$ cat config.mk
export PLATFORM = sky130hd
export DESIGN_NAME = tile_move_ctrl_flat
export DESIGN_NICKNAME = d
export VERILOG_FILES = /design/src/rtl/tile_move_ctrl_pkg.sv /design/src/rtl/tile_move_ctrl_if.sv /design/src/rtl/tile_move_ctrl_move_legal_chk.sv /design/src/rtl/tile_move_ctrl.sv /design/src/flat_wrapper.sv
export SDC_FILE = /design/constraint.sdc
export NUM_CORES = 1
export LEC_CHECK = 0
export ABC_AREA = 1
export BUFFER_PORTS_ARGS = -buffer_cell sky130_fd_sc_hd__buf_2
export CAP_MARGIN = 40
export CORE_MARGIN = 2
export CORE_UTILIZATION = 30
export CTS_BUF_LIST = sky130_fd_sc_hd__clkbuf_8
export CTS_CLUSTER_SIZE = 8
export DETAILED_ROUTE_END_ITERATION = 10
export HOLD_SLACK_MARGIN = 0.15
export SYNTH_ARGS = -nofsm -noshare
export SYNTH_HDL_FRONTEND = slang
export SYNTH_SLANG_ARGS = --single-unit
$ cat constraint.sdc
create_clock -name clk -period 1.65 [get_ports clk]
set_input_delay 0.165 -clock clk [delete_from_list [all_inputs] [get_ports clk]]
set_output_delay 0.165 -clock clk [all_outputs]
set_load 0.01 [all_outputs]
$ cat src/rtl/tile_move_ctrl_pkg.sv
// Shared definitions for the 8-puzzle move sequencer and its neighbours.
// Latency: n/a (constants, types and pure functions only).
// Backpressure: n/a.
// Contents: ALU opcodes, board cell addresses, goal tile values, move direction
// encoding, sequencer state enum and small lookup helpers.
package tile_move_ctrl_pkg;

    localparam int TMC_DATA_W = 17;
    localparam int TMC_CNT_W  = 16;

    // ALU opcodes understood by the shared datapath ALU.
    // TO_* ops return the address of the cell adjacent to alu_in1.
    localparam logic [3:0] OP_COPY     = 4'h0;
    localparam logic [3:0] OP_COMP     = 4'h1;
    localparam logic [3:0] OP_TO_UP    = 4'h2;
    localparam logic [3:0] OP_TO_DOWN  = 4'h3;
    localparam logic [3:0] OP_TO_LEFT  = 4'h4;
    localparam logic [3:0] OP_TO_RIGHT = 4'h5;

    // Board register file: cells are row-major and contiguous.
    localparam logic [TMC_DATA_W-1:0] TEMP_0_ADDR = 17'd16;
    localparam logic [TMC_DATA_W-1:0] TEMP_1_ADDR = 17'd17;
    localparam logic [TMC_DATA_W-1:0] TEMP_2_ADDR = 17'd18;
    localparam logic [TMC_DATA_W-1:0] TEMP_3_ADDR = 17'd19;
    localparam logic [TMC_DATA_W-1:0] TEMP_4_ADDR = 17'd20;
    localparam logic [TMC_DATA_W-1:0] TEMP_5_ADDR = 17'd21;
    localparam logic [TMC_DATA_W-1:0] TEMP_6_ADDR = 17'd22;
    localparam logic [TMC_DATA_W-1:0] TEMP_7_ADDR = 17'd23;
    localparam logic [TMC_DATA_W-1:0] TEMP_8_ADDR = 17'd24;

    // Solved board: tiles 1..8 in order, blank (0) in the last cell.
    localparam logic [TMC_DATA_W-1:0] GOAL_0 = 17'd1;
    localparam logic [TMC_DATA_W-1:0] GOAL_1 = 17'd2;
    localparam logic [TMC_DATA_W-1:0] GOAL_2 = 17'd3;
    localparam logic [TMC_DATA_W-1:0] GOAL_3 = 17'd4;
    localparam logic [TMC_DATA_W-1:0] GOAL_4 = 17'd5;
    localparam logic [TMC_DATA_W-1:0] GOAL_5 = 17'd6;
    localparam logic [TMC_DATA_W-1:0] GOAL_6 = 17'd7;
    localparam logic [TMC_DATA_W-1:0] GOAL_7 = 17'd8;
    localparam logic [TMC_DATA_W-1:0] GOAL_8 = 17'd0;

    typedef enum logic [1:0] {
        DIR_UP    = 2'd0,
        DIR_DOWN  = 2'd1,
        DIR_LEFT  = 2'd2,
        DIR_RIGHT = 2'd3
    } dir_t;

    typedef enum logic [2:0] {
        S_IDLE,
        S_CHECK,
        S_READ,
        S_WR_BLANK,
        S_WR_NEIGH,
        S_CMP,
        S_DONE
    } state_t;

    function automatic logic [TMC_DATA_W-1:0] temp_addr(input logic [3:0] idx);
        case (idx)
            4'd0:    return TEMP_0_ADDR;
            4'd1:    return TEMP_1_ADDR;
            4'd2:    return TEMP_2_ADDR;
            4'd3:    return TEMP_3_ADDR;
            4'd4:    return TEMP_4_ADDR;
            4'd5:    return TEMP_5_ADDR;
            4'd6:    return TEMP_6_ADDR;
            4'd7:    return TEMP_7_ADDR;
            default: return TEMP_8_ADDR;
        endcase
    endfunction

    function automatic logic [TMC_DATA_W-1:0] goal_val(input logic [3:0] idx);
        case (idx)
            4'd0:    return GOAL_0;
            4'd1:    return GOAL_1;
            4'd2:    return GOAL_2;
            4'd3:    return GOAL_3;
            4'd4:    return GOAL_4;
            4'd5:    return GOAL_5;
            4'd6:    return GOAL_6;
            4'd7:    return GOAL_7;
            default: return GOAL_8;
        endcase
    endfunction

    function automatic logic [3:0] op_for_dir(input dir_t dir);
        case (dir)
            DIR_UP:   return OP_TO_UP;
            DIR_DOWN: return OP_TO_DOWN;
            DIR_LEFT: return OP_TO_LEFT;
            default:  return OP_TO_RIGHT;
        endcase
    endfunction

endpackage

$ cat src/rtl/tile_move_ctrl_if.sv
// Bundle of command, ALU, board register file and status signals of the move sequencer.
// Latency: n/a (wiring only).
// Backpressure: cmd_valid/cmd_ready, ready high only while the sequencer is idle.
// Modports: master = sequencer side, slave = search logic / ALU / register file side.
// Optional: SOLVED_CHECK_EN adds the solved status bit.
interface tile_move_ctrl_if #(
    parameter int DATA_W = 17,
    parameter int CNT_W  = 16
);
    logic              load_blank;
    logic [3:0]        load_idx;
    logic              cmd_valid;
    logic              cmd_ready;
    logic [1:0]        cmd_dir;
    logic [3:0]        alu_op;
    logic [DATA_W-1:0] alu_in0;
    logic [DATA_W-1:0] alu_in1;
    logic [DATA_W-1:0] alu_out;
    logic              alu_zf;
    logic [DATA_W-1:0] rf_addr;
    logic              rf_we;
    logic [DATA_W-1:0] rf_wdata;
    logic [DATA_W-1:0] rf_rdata;
    logic              done;
    logic              done_illegal;
    logic [3:0]        blank_idx;
    logic [CNT_W-1:0]  move_cnt;
`ifdef SOLVED_CHECK_EN
    logic              solved;
`endif

    modport master (
        input  load_blank, load_idx, cmd_valid, cmd_dir, alu_out, alu_zf, rf_rdata,
        output cmd_ready, alu_op, alu_in0, alu_in1, rf_addr, rf_we, rf_wdata,
        output done, done_illegal, blank_idx, move_cnt
`ifdef SOLVED_CHECK_EN
        , output solved
`endif
    );

    modport slave (
        output load_blank, load_idx, cmd_valid, cmd_dir, alu_out, alu_zf, rf_rdata,
        input  cmd_ready, alu_op, alu_in0, alu_in1, rf_addr, rf_we, rf_wdata,
        input  done, done_illegal, blank_idx, move_cnt
`ifdef SOLVED_CHECK_EN
        , input solved
`endif
    );
endinterface

$ cat src/rtl/tile_move_ctrl_move_legal_chk.sv
// Edge legality of a blank move on the 3x3 board and the resulting blank index.
// Latency: combinational.
// Backpressure: none.
// Ports: idx (blank index 0..8), dir, legal, new_idx (equals idx when not legal).
module move_legal_chk
    import tile_move_ctrl_pkg::*;
(
    input  logic [3:0] idx,
    input  dir_t       dir,
    output logic       legal,
    output logic [3:0] new_idx
);
    logic [1:0] col;

    always_comb begin
        col = 2'd0;
        case (idx)
            4'd1, 4'd4, 4'd7: col = 2'd1;
            4'd2, 4'd5, 4'd8: col = 2'd2;
            default:          col = 2'd0;
        endcase

        legal   = 1'b0;
        new_idx = idx;
        if (idx <= 4'd8) begin
            case (dir)
                DIR_UP:    begin legal = (idx >= 4'd3); new_idx = idx - 4'd3; end
                DIR_DOWN:  begin legal = (idx <= 4'd5); new_idx = idx + 4'd3; end
                DIR_LEFT:  begin legal = (col != 2'd0); new_idx = idx - 4'd1; end
                default:   begin legal = (col != 2'd2); new_idx = idx + 4'd1; end
            endcase
        end
        if (!legal) begin
            new_idx = idx;
        end
    end
endmodule

$ cat src/rtl/tile_move_ctrl.sv
// Move sequencer: slides one tile into the blank via the shared ALU and board register file.
// Latency: accept edge to done pulse 5 cycles legal (14 with SOLVED_CHECK_EN), 2 cycles illegal.
// Backpressure: cmd_ready only in IDLE; cmd_valid outside IDLE is dropped, not queued.
// Ports: clk, rst_n (async active-low), bus (tile_move_ctrl_if.master: command, ALU,
// register file, done/done_illegal, blank_idx, move_cnt). Optional macro SOLVED_CHECK_EN
// adds a goal comparison pass after each legal move and the solved status bit.
module tile_move_ctrl
    import tile_move_ctrl_pkg::*;
#(
    parameter int DATA_W = TMC_DATA_W,
    parameter int CNT_W  = TMC_CNT_W
) (
    input  logic             clk,
    input  logic             rst_n,
    tile_move_ctrl_if.master bus
);
    state_t            state_q, state_d;
    dir_t              dir_q;
    logic              illegal_q;
    logic [DATA_W-1:0] nb_addr_q;
    logic [DATA_W-1:0] tile_q;
    logic [3:0]        blank_q;
    logic [CNT_W-1:0]  cnt_q;

    logic              legal_w;
    logic [3:0]        new_idx_w;

    logic [3:0]        alu_op_c;
    logic [DATA_W-1:0] alu_in0_c, alu_in1_c, rf_addr_c, rf_wdata_c;
    logic              rf_we_c, done_c, done_ill_c, cmd_ready_c;

    move_legal_chk u_legal (
        .idx     (blank_q),
        .dir     (dir_q),
        .legal   (legal_w),
        .new_idx (new_idx_w)
    );

`ifdef SOLVED_CHECK_EN
    logic [3:0] cmp_idx_q;
    logic       all_eq_q;
    logic       solved_q;
`else
    logic       unused_zf;
    assign unused_zf = bus.alu_zf;
`endif

    // State register
    always_ff @(posedge clk or negedge rst_n) begin
        if (!rst_n) begin
            state_q <= S_IDLE;
        end else begin
            state_q <= state_d;
        end
    end

    // Next state
    always_comb begin
        state_d = state_q;
        case (state_q)
            S_IDLE: begin
                if (!bus.load_blank && bus.cmd_valid) begin
                    state_d = S_CHECK;
                end
            end
            S_CHECK:    state_d = legal_w ? S_READ : S_DONE;
            S_READ:     state_d = S_WR_BLANK;
            S_WR_BLANK: state_d = S_WR_NEIGH;
`ifdef SOLVED_CHECK_EN
            S_WR_NEIGH: state_d = S_CMP;
            S_CMP:      state_d = (cmp_idx_q == 4'd8) ? S_DONE : S_CMP;
`else
            S_WR_NEIGH: state_d = S_DONE;
`endif
            default:    state_d = S_IDLE;
        endcase
    end

    // Outputs. The legality check and the neighbour address lookup share the CHECK
    // cycle: the TO_* result is captured unconditionally and only used when legal.
    always_comb begin
        alu_op_c    = OP_COPY;
        alu_in0_c   = '0;
        alu_in1_c   = '0;
        rf_addr_c   = '0;
        rf_we_c     = 1'b0;
        rf_wdata_c  = '0;
        done_c      = 1'b0;
        done_ill_c  = 1'b0;
        cmd_ready_c = 1'b0;
        case (state_q)
            S_IDLE: cmd_ready_c = 1'b1;
            S_CHECK: begin
                alu_op_c  = op_for_dir(dir_q);
                alu_in1_c = DATA_W'(temp_addr(blank_q));
            end
            S_READ: rf_addr_c = nb_addr_q;
            S_WR_BLANK: begin
                alu_op_c   = OP_COPY;
                alu_in1_c  = tile_q;
                rf_addr_c  = DATA_W'(temp_addr(blank_q));
                rf_wdata_c = bus.alu_out;
                rf_we_c    = 1'b1;
            end
            S_WR_NEIGH: begin
                rf_addr_c = nb_addr_q;
                rf_we_c   = 1'b1;
            end
`ifdef SOLVED_CHECK_EN
            S_CMP: begin
                alu_op_c  = OP_COMP;
                rf_addr_c = DATA_W'(temp_addr(cmp_idx_q));
                alu_in0_c = bus.rf_rdata;
                alu_in1_c = DATA_W'(goal_val(cmp_idx_q));
            end
`endif
            S_DONE: begin
                done_c     = 1'b1;
                done_ill_c = illegal_q;
            end
            default: ;
        endcase
    end

    // Datapath registers
    always_ff @(posedge clk or negedge rst_n) begin
        if (!rst_n) begin
            blank_q   <= 4'd8;
            cnt_q     <= '0;
            dir_q     <= DIR_UP;
            illegal_q <= 1'b0;
            nb_addr_q <= '0;
            tile_q    <= '0;
        end else begin
            case (state_q)
                S_IDLE: begin
                    if (bus.load_blank) begin
                        if (bus.load_idx <= 4'd8) begin
                            blank_q <= bus.load_idx;
                        end
                    end else if (bus.cmd_valid) begin
                        dir_q <= dir_t'(bus.cmd_dir);
                    end
                end
                S_CHECK: begin
                    illegal_q <= !legal_w;
                    nb_addr_q <= bus.alu_out;
                end
                S_READ: tile_q <= bus.rf_rdata;
                S_WR_NEIGH: begin
                    blank_q <= new_idx_w;
                    if (cnt_q != {CNT_W{1'b1}}) begin
                        cnt_q <= cnt_q + CNT_W'(1);
                    end
                end
                default: ;
            endcase
        end
    end

`ifdef SOLVED_CHECK_EN
    // Goal comparison: one cell per CMP cycle, verdict lands on the edge into DONE.
    always_ff @(posedge clk or negedge rst_n) begin
        if (!rst_n) begin
            cmp_idx_q <= 4'd0;
            all_eq_q  <= 1'b1;
            solved_q  <= 1'b0;
        end else begin
            case (state_q)
                S_CHECK: begin
                    if (!legal_w) begin
                        solved_q <= 1'b0;
                    end
                end
                S_WR_NEIGH: begin
                    cmp_idx_q <= 4'd0;
                    all_eq_q  <= 1'b1;
                end
                S_CMP: begin
                    cmp_idx_q <= cmp_idx_q + 4'd1;
                    all_eq_q  <= all_eq_q & bus.alu_zf;
                    if (cmp_idx_q == 4'd8) begin
                        solved_q <= all_eq_q & bus.alu_zf;
                    end
                end
                default: ;
            endcase
        end
    end
    assign bus.solved = solved_q;
`endif

    assign bus.cmd_ready    = cmd_ready_c;
    assign bus.alu_op       = alu_op_c;
    assign bus.alu_in0      = alu_in0_c;
    assign bus.alu_in1      = alu_in1_c;
    assign bus.rf_addr      = rf_addr_c;
    assign bus.rf_we        = rf_we_c;
    assign bus.rf_wdata     = rf_wdata_c;
    assign bus.done         = done_c;
    assign bus.done_illegal = done_ill_c;
    assign bus.blank_idx    = blank_q;
    assign bus.move_cnt     = cnt_q;
endmodule
$ cat src/flat_wrapper.sv
// flat-port wrapper written by rule: the top's interface ports become plain ports
module tile_move_ctrl_flat import tile_move_ctrl_pkg::*;
#(
    parameter int DATA_W = TMC_DATA_W,
    parameter int CNT_W  = TMC_CNT_W
)
  (clk, rst_n, bus_load_blank, bus_load_idx, bus_cmd_valid, bus_cmd_dir, bus_alu_out, bus_alu_zf, bus_rf_rdata, bus_cmd_ready, bus_alu_op, bus_alu_in0, bus_alu_in1, bus_rf_addr, bus_rf_we, bus_rf_wdata, bus_done, bus_done_illegal, bus_blank_idx, bus_move_cnt);
  tile_move_ctrl_if #(.DATA_W(DATA_W), .CNT_W(CNT_W)) bus_i ();
  input  logic clk;
  input  logic rst_n;
  input wire logic [$bits(bus_i.load_blank)-1:0] bus_load_blank;
  input wire logic [$bits(bus_i.load_idx)-1:0] bus_load_idx;
  input wire logic [$bits(bus_i.cmd_valid)-1:0] bus_cmd_valid;
  input wire logic [$bits(bus_i.cmd_dir)-1:0] bus_cmd_dir;
  input wire logic [$bits(bus_i.alu_out)-1:0] bus_alu_out;
  input wire logic [$bits(bus_i.alu_zf)-1:0] bus_alu_zf;
  input wire logic [$bits(bus_i.rf_rdata)-1:0] bus_rf_rdata;
  output wire logic [$bits(bus_i.cmd_ready)-1:0] bus_cmd_ready;
  output wire logic [$bits(bus_i.alu_op)-1:0] bus_alu_op;
  output wire logic [$bits(bus_i.alu_in0)-1:0] bus_alu_in0;
  output wire logic [$bits(bus_i.alu_in1)-1:0] bus_alu_in1;
  output wire logic [$bits(bus_i.rf_addr)-1:0] bus_rf_addr;
  output wire logic [$bits(bus_i.rf_we)-1:0] bus_rf_we;
  output wire logic [$bits(bus_i.rf_wdata)-1:0] bus_rf_wdata;
  output wire logic [$bits(bus_i.done)-1:0] bus_done;
  output wire logic [$bits(bus_i.done_illegal)-1:0] bus_done_illegal;
  output wire logic [$bits(bus_i.blank_idx)-1:0] bus_blank_idx;
  output wire logic [$bits(bus_i.move_cnt)-1:0] bus_move_cnt;
  assign bus_i.load_blank = bus_load_blank;
  assign bus_i.load_idx = bus_load_idx;
  assign bus_i.cmd_valid = bus_cmd_valid;
  assign bus_i.cmd_dir = bus_cmd_dir;
  assign bus_i.alu_out = bus_alu_out;
  assign bus_i.alu_zf = bus_alu_zf;
  assign bus_i.rf_rdata = bus_rf_rdata;
  assign bus_cmd_ready = bus_i.cmd_ready;
  assign bus_alu_op = bus_i.alu_op;
  assign bus_alu_in0 = bus_i.alu_in0;
  assign bus_alu_in1 = bus_i.alu_in1;
  assign bus_rf_addr = bus_i.rf_addr;
  assign bus_rf_we = bus_i.rf_we;
  assign bus_rf_wdata = bus_i.rf_wdata;
  assign bus_done = bus_i.done;
  assign bus_done_illegal = bus_i.done_illegal;
  assign bus_blank_idx = bus_i.blank_idx;
  assign bus_move_cnt = bus_i.move_cnt;
  tile_move_ctrl #(.DATA_W(DATA_W), .CNT_W(CNT_W)) u_core (.clk(clk), .rst_n(rst_n), .bus(bus_i));
endmodule
After elaboration in Yosys (flattened, before gate mapping)
Memory sizes are Yosys's and may differ from the RTL's.
Index checks and enable logic that the tools add are counted.

word-level totals
  bits in latches = 0
  register bits = 60
  memory bits (read-only) = 48
  memory bits (writable) = 0
  memories = 2

cells by class
  shift-type cells = 0
  mux-type cells = 23
  equal/unequal tests = 20
  add/subtract/negate cells = 5
  multiply operators = 0
  bitwise gates (word level) = 1
  reductions and logical operators = 14
  div/mod/pow operators = 0
  magnitude comparators = 4

memories
  name             depth  width  rd ports  clocked after memory_dff  write ports  line                      source
  (no name shown)  8      3      1         0                         0            tile_move_ctrl_pkg.sv:60  case (idx)
  (no name shown)  8      3      1         0                         0            tile_move_ctrl_pkg.sv:60

operators with widths
  cell                                                   number
  case mux 17 bit (2 select lines)                       2
  two-way mux 17 bit                                     3
  two-way mux 4 bit                                      5
  adder 16 x 1 -> 16 bit, second input constant          1
  != test 16 bit, second input constant                  1
  case mux 3 bit (5 select lines)                        1
  == test 4 x 3 -> 1 bit, second input constant          3
  case mux 4 bit (3 select lines)                        1
  case mux 3 bit (3 select lines)                        1
  less-or-equal comparator 4 bit, second input constant  2
  case mux 4 bit (2 select lines)                        1
  == test 3 x 2 -> 1 bit, second input constant          2
  == test 3 bit, second input constant                   2
  two-way mux 3 bit                                      2
  != test 2 x 1 -> 1 bit, second input constant          3
  != test 2 bit, second input constant                   3
  OR reduction 3 bit                                     2
  two-way mux 1 bit                                      5
  AND reduction 5 bit                                    1
  adder 4 x 1 -> 4 bit, second input constant            1
  adder 4 x 2 -> 4 bit, second input constant            1
  == test 4 x 1 -> 1 bit, second input constant          1
  == test 4 x 2 -> 1 bit, second input constant          1
  == test 4 bit, second input constant                   1
  18 further kinds                                       21

Longest topological paths before layout
  word-level depth = 8
  depth in mapped cells = 13

Modules after synthesis
Synthesis repeated with hierarchy kept, for this count alone.

second synthesis, totals
  cell total of the unflattened synthesis = 561
  area total of the unflattened synthesis = 3823.7 µm²

modules (own cells, without submodules)
  module          cells an instance  area an instance (µm²)  instances
  tile_move_ctrl  464                3304.4                  1
  move_legal_chk  97                 519.2                   1

Least setup slack after synthesis
OpenSTA, ideal clock, no wires.

  kind = register -> register
  start point = register u_core.blank_q[0] (netlist: u_core.bus.blank_idx[0])
  end point = register u_core.blank_q[2] (netlist: u_core.bus.blank_idx[2])
  data arrival time = 1.693 ns
  library setup time = 0.117 ns
  cell stages (with the launch flop) = 9
  data required time = 1.533 ns
  path slack = -0.160 ns
  cell sequence = dfrtp_1 > inv_1 > fa_1 > or2_2 > nand3_1 > nand4_1 > o21a_1 > nand3_1 > nand2_1

on the way
  cells in the longest elaborated chain, start to end = 8
  elaborated cells between the ends (all ways) = 27
  classes of those cells = 4 x add/sub; 3 x order compare; 9 x eq/ne; 7 x mux; 4 x reduce/logical

RTL lines
  element                                                     line                                                                      source
  start, declared                                             tile_move_ctrl.sv:22                                                      logic [3:0] blank_q;
  start signal, assigned                                      tile_move_ctrl.sv:139                                                     blank_q <= bus.load_idx;
  start signal, assigned                                      tile_move_ctrl.sv:151                                                     blank_q <= new_idx_w;
  == test 4 x 2 -> 1 bit (tied with other cells)              tile_move_ctrl_move_legal_chk.sv:17                                       case (idx)
  OR reduction 3 bit                                          tile_move_ctrl_move_legal_chk.sv:17
  case mux 2 bit (2 select lines)                             tile_move_ctrl_move_legal_chk.sv:17
  != test 2 bit / nonzero test 2 bit (equally long branches)  tile_move_ctrl_move_legal_chk.sv:30, tile_move_ctrl_move_legal_chk.sv:29
  case mux 1 bit (3 select lines)                             tile_move_ctrl_move_legal_chk.sv:26                                       case (dir)
  two-way mux 1 bit                                           tile_move_ctrl_move_legal_chk.sv:25                                       if (idx <= 4'd8) begin
  != test 2 x 1 -> 1 bit (no line)                            -
  AND reduction 5 bit (no line)                               -

Parallel ways exist; a longest one is shown, timed or not. The select of a mux whose other input is x is not followed.
A chain may end at the register's enable or synchronous reset.

Worst setup path after layout
  start point = register u_core.state_q[2]
  end point = output bus_rf_addr[0]

on the way
  cells in the longest elaborated chain, start to end = 3
  elaborated cells between the ends (all ways) = 5
  classes of those cells = 3 x eq/ne; 1 x mux; 1 x reduce/logical

RTL lines
  element                                                         line                  source
  start, declared                                                 tile_move_ctrl.sv:17  state_t state_q, state_d;
  start signal, assigned                                          tile_move_ctrl.sv:53  state_q <= state_d;
  == test 3 x 2 -> 1 bit / == test 3 bit (equally long branches)  tile_move_ctrl.sv:91  case (state_q)
  OR reduction 2 bit (no line)                                    -
  case mux 17 bit (2 select lines) *                              tile_move_ctrl.sv:91
  end, declared                                                   flat_wrapper.sv:22    output wire logic [$bits(bus_i.rf_addr)-1:0] bus_rf_addr;

Every way passes the cells marked *; elsewhere a longest branch is shown, timed or not.

==> impl_metrics.yaml <==
global_route:
  grtUsageTotal: 0.164
  grt_max_degree: 61
  use_met1: 0.207
  grt_use_met2: 0.275
  gr-total-overflow: 0
  antenna_found_initial: 0
  grt_pass1_wl_mm: 17.1
  busiest_layer: "met2"
  grt.met3_usage: 0.0414
  grt_pass1_vias: 3669
detailed_routing:
  first_pass_iters: 5
  wl_per_cell_um: 12.8
  num_vias: 3654
  first_iter_violations: 108
  routed_wl_mm: 10.6
  ant_nets: 0
  avgViaCountPerCell: 4.41
  route.detailed.drc: 0
synthesis:
  netlist.top_cell.by_area: "dfrtp_1"
  netlist_instances: 476
  synth_cell_types: 41
  synth_compound_area_frac: 0.0972
  synthSimpleGateAreaFrac: 0.273
  syn_avg_cell_area_sq_um: 7.57
  synth_fa_ha_area_frac: 0.0264
  ys_seq_area_frac: 0.417
  synth.area.mux_share: 0.00312
  yosysTopAreaCellShare: 0.410
  synthTopCellsByArea: "dfrtp_1, nand2_1, inv_1"
  ys_ff_latch: 60
  synth_area_sq_um: 3600
  synth_edf_count: 0
  async_reset_ff_frac: 1.00
  synth_xor_area_frac: 0.0340
  ys.flop_type: "dfrtp_1"
  ys_warn_count: 0
  synth_top_family_by_area: "simple AND/OR/NAND/NOR gates"
timing:
  finalHoldViolCount: 0
  fin_setup_tns_ps: -1060
  setup_viol: 44
  layout_min_cycle_time_ps: 1720
  finalCritPeriodShare: 1.04
  max_freq_ghz: 0.582
  report.final.slew_viol_count: 0
  layout_setup_ws_ps: -67.1
  hold_ws_ps: 183
  grt_setup_unrepaired: "true"
  skew_ps: 6.93
clocking:
  cts_root_buffer: "clkbuf_8"
  h-tree-depth: 3
  clkSinkCount: 60
  cts_tree: "yes"
  clockBufferDepth: 2
  clkTransAtPathRegs_ps: 70
  cts_buffers: 9
  clk_latency_ps: 340
die:
  die_area_sq_um: 12900
  initial_core_util: 0.304
  die_x_um: 114
  core_sq_um: 11900
  io_pins: 141
  row_count: 40
  die_y_um: 114
power_and_ir_drop:
  irDropWorstVdd_mv: 0.567
  power_frac_clock: 0.132
  seqPwrFrac: 0.288
  swShare: 0.440
  power_switching_uw: 3810
  leakage_uw: 0.00292
  powerDensity_nw_per_um2: 1600
  p_int_uw: 4840
  p_comb_frac: 0.580
outcome:
  status: "finished with violations"
  failed_checks: "negative setup slack"
cells_and_area:
  layout.cells.non_filler: 829
  area_growth_pct: 50.4
  final_util: 0.457
  most-common-layout-cells: "buf_2, nand2_1, nor2_1"
  layout-drive-gt1-share: 0.387
  antenna_cells: 0
  fillCellCount: 1185
  final_common_cell: "buf_2"
  nets: 731
setup_path:
  worstPathCellList: "inv_2 > nand3_4 > buf_12 > o21ai_1 > buf_2"
  worstPathRequired_ps: 1480
  critPathLaunchType: "flop"
  end_kind: "primary output"
  critPathKind: "reg2out"
  crit_path_top_delay_cell: "dfrtp_2"
  cpLargestDelayFamily: "buffers and inverters"
  max_stage_delay_ps: 440
  critPathBufInv: 3
  cp.arrival_ps: 1550
  path_max_fanout: 5
placement:
  io_buffer_count: 121
  dp.cells: 749
  place_congestion: 0.851
  dp_slack_ps: -60.5
  hpwlAfterDp_mm: 6.99
worst_hold_path:
  hold_path_class: "in2reg"
flow_run:
  drv_cap: 0
final cells by class:
type                       count  area [sq um]  area share
multi-input combinational    326          1810       0.334
sequential                    60          1510       0.279
timing repair buffer         211          1470       0.272
inverter                      71           284      0.0524
tap                          147           184      0.0339
clock buffer                  10           138      0.0254
clock inverter                 4          18.8     0.00346
sequential cells by signal, indices dropped and copies added (netlist names):
name / count
u_core.bus.move_cnt: 16
u_core.tile_q: 17
u_core.state_q: 3
u_core.nb_addr_q: 17
u_core.bus.blank_idx: 4
u_core.dir_q: 2
u_core.illegal_q: 1
cell usage after synthesis (6+ instances only):
cell	number
buf_4	19
clkbuf_1	7
dfrtp_1	59
ha_1	6
inv_1	63
nand2_1	101
nand3_1	30
nor2_1	62
nor2_2	6
o21ai_0	44
xor2_1	9
per-stage QoR:
step / total power [uW] / area [sq um]
3_5_place_dp: 6480 / 4430
5_1_grt: 9380 / 5420
4_1_cts: 8260 / 5230
6_report: 8650 / 5420
2_1_floorplan: 5090 / 3690
3_3_place_gp: 6370 / 4430
worst reg2reg max path, delay by kind of cell (launching register included):
family          cells  cell delay, ps
simple gates        6             630
flops               1             370
buf+inv             2              90
compound gates      1             120
fa+ha+maj           1             330
layer usage:
layer | vias up | part of all wire
li1 | 1847 | -
met5 | - | 0
met1 | 1688 | 0.45
met3 | 10 | 0.053
met4 | 0 | 0.011
met2 | 109 | 0.48
path summary, 6_finish.rpt:
| check | start | endpoint | slack, ps | cells past startpoint |
|---|---|---|---|---|
| worst max-delay path | u_core.state_q[2] | bus_rf_addr[0] | -70 | 5 |
| worst min-delay path | bus_load_idx[0] | u_core.bus.blank_idx[0] | 180 | 5 |
| worst max register to register | u_core.dir_q[0] | u_core.bus.blank_idx[2] | -10 | 10 |
| worst min register to register | u_core.nb_addr_q[10] | u_core.nb_addr_q[10] | 490 | 2 |
| max in group asynchronous | rst_n | u_core.dir_q[0] | 960 | 3 |
| min in group asynchronous | rst_n | u_core.bus.blank_idx[0] | 340 | 3 |
cells by family after synthesis:
logic type | after synthesis
AND/OR/NAND/NOR | 222
buffers and inverters | 107
AO/OA/AOI/OAI | 64
flip-flops | 60
XOR/XNOR | 14
adder cells (fa/ha/maj) | 7
other | 1
multiplexers | 1
power groups by stage:
stage                     Clock [uW]  Combinational [uW]  Sequential [uW]
after floorplan                    0                2660             2430
after global placement             0                3900             2470
after detailed placement           0                3980             2500
after CTS                       1190                4590             2480
after global routing            1250                5570             2550
final                           1140                5020             2490
timing repair:
item / CTS / global route
setup buffers: 16 / 10
hold buffers: 40 / 0
pin swaps: 5 / 16
endpoints found under the setup margin: 60 / 69
gates resized for setup: 36 / 32
endpoints found under the hold margin: 98 / 0
Note: power is estimated with default switching activity, not from simulation.
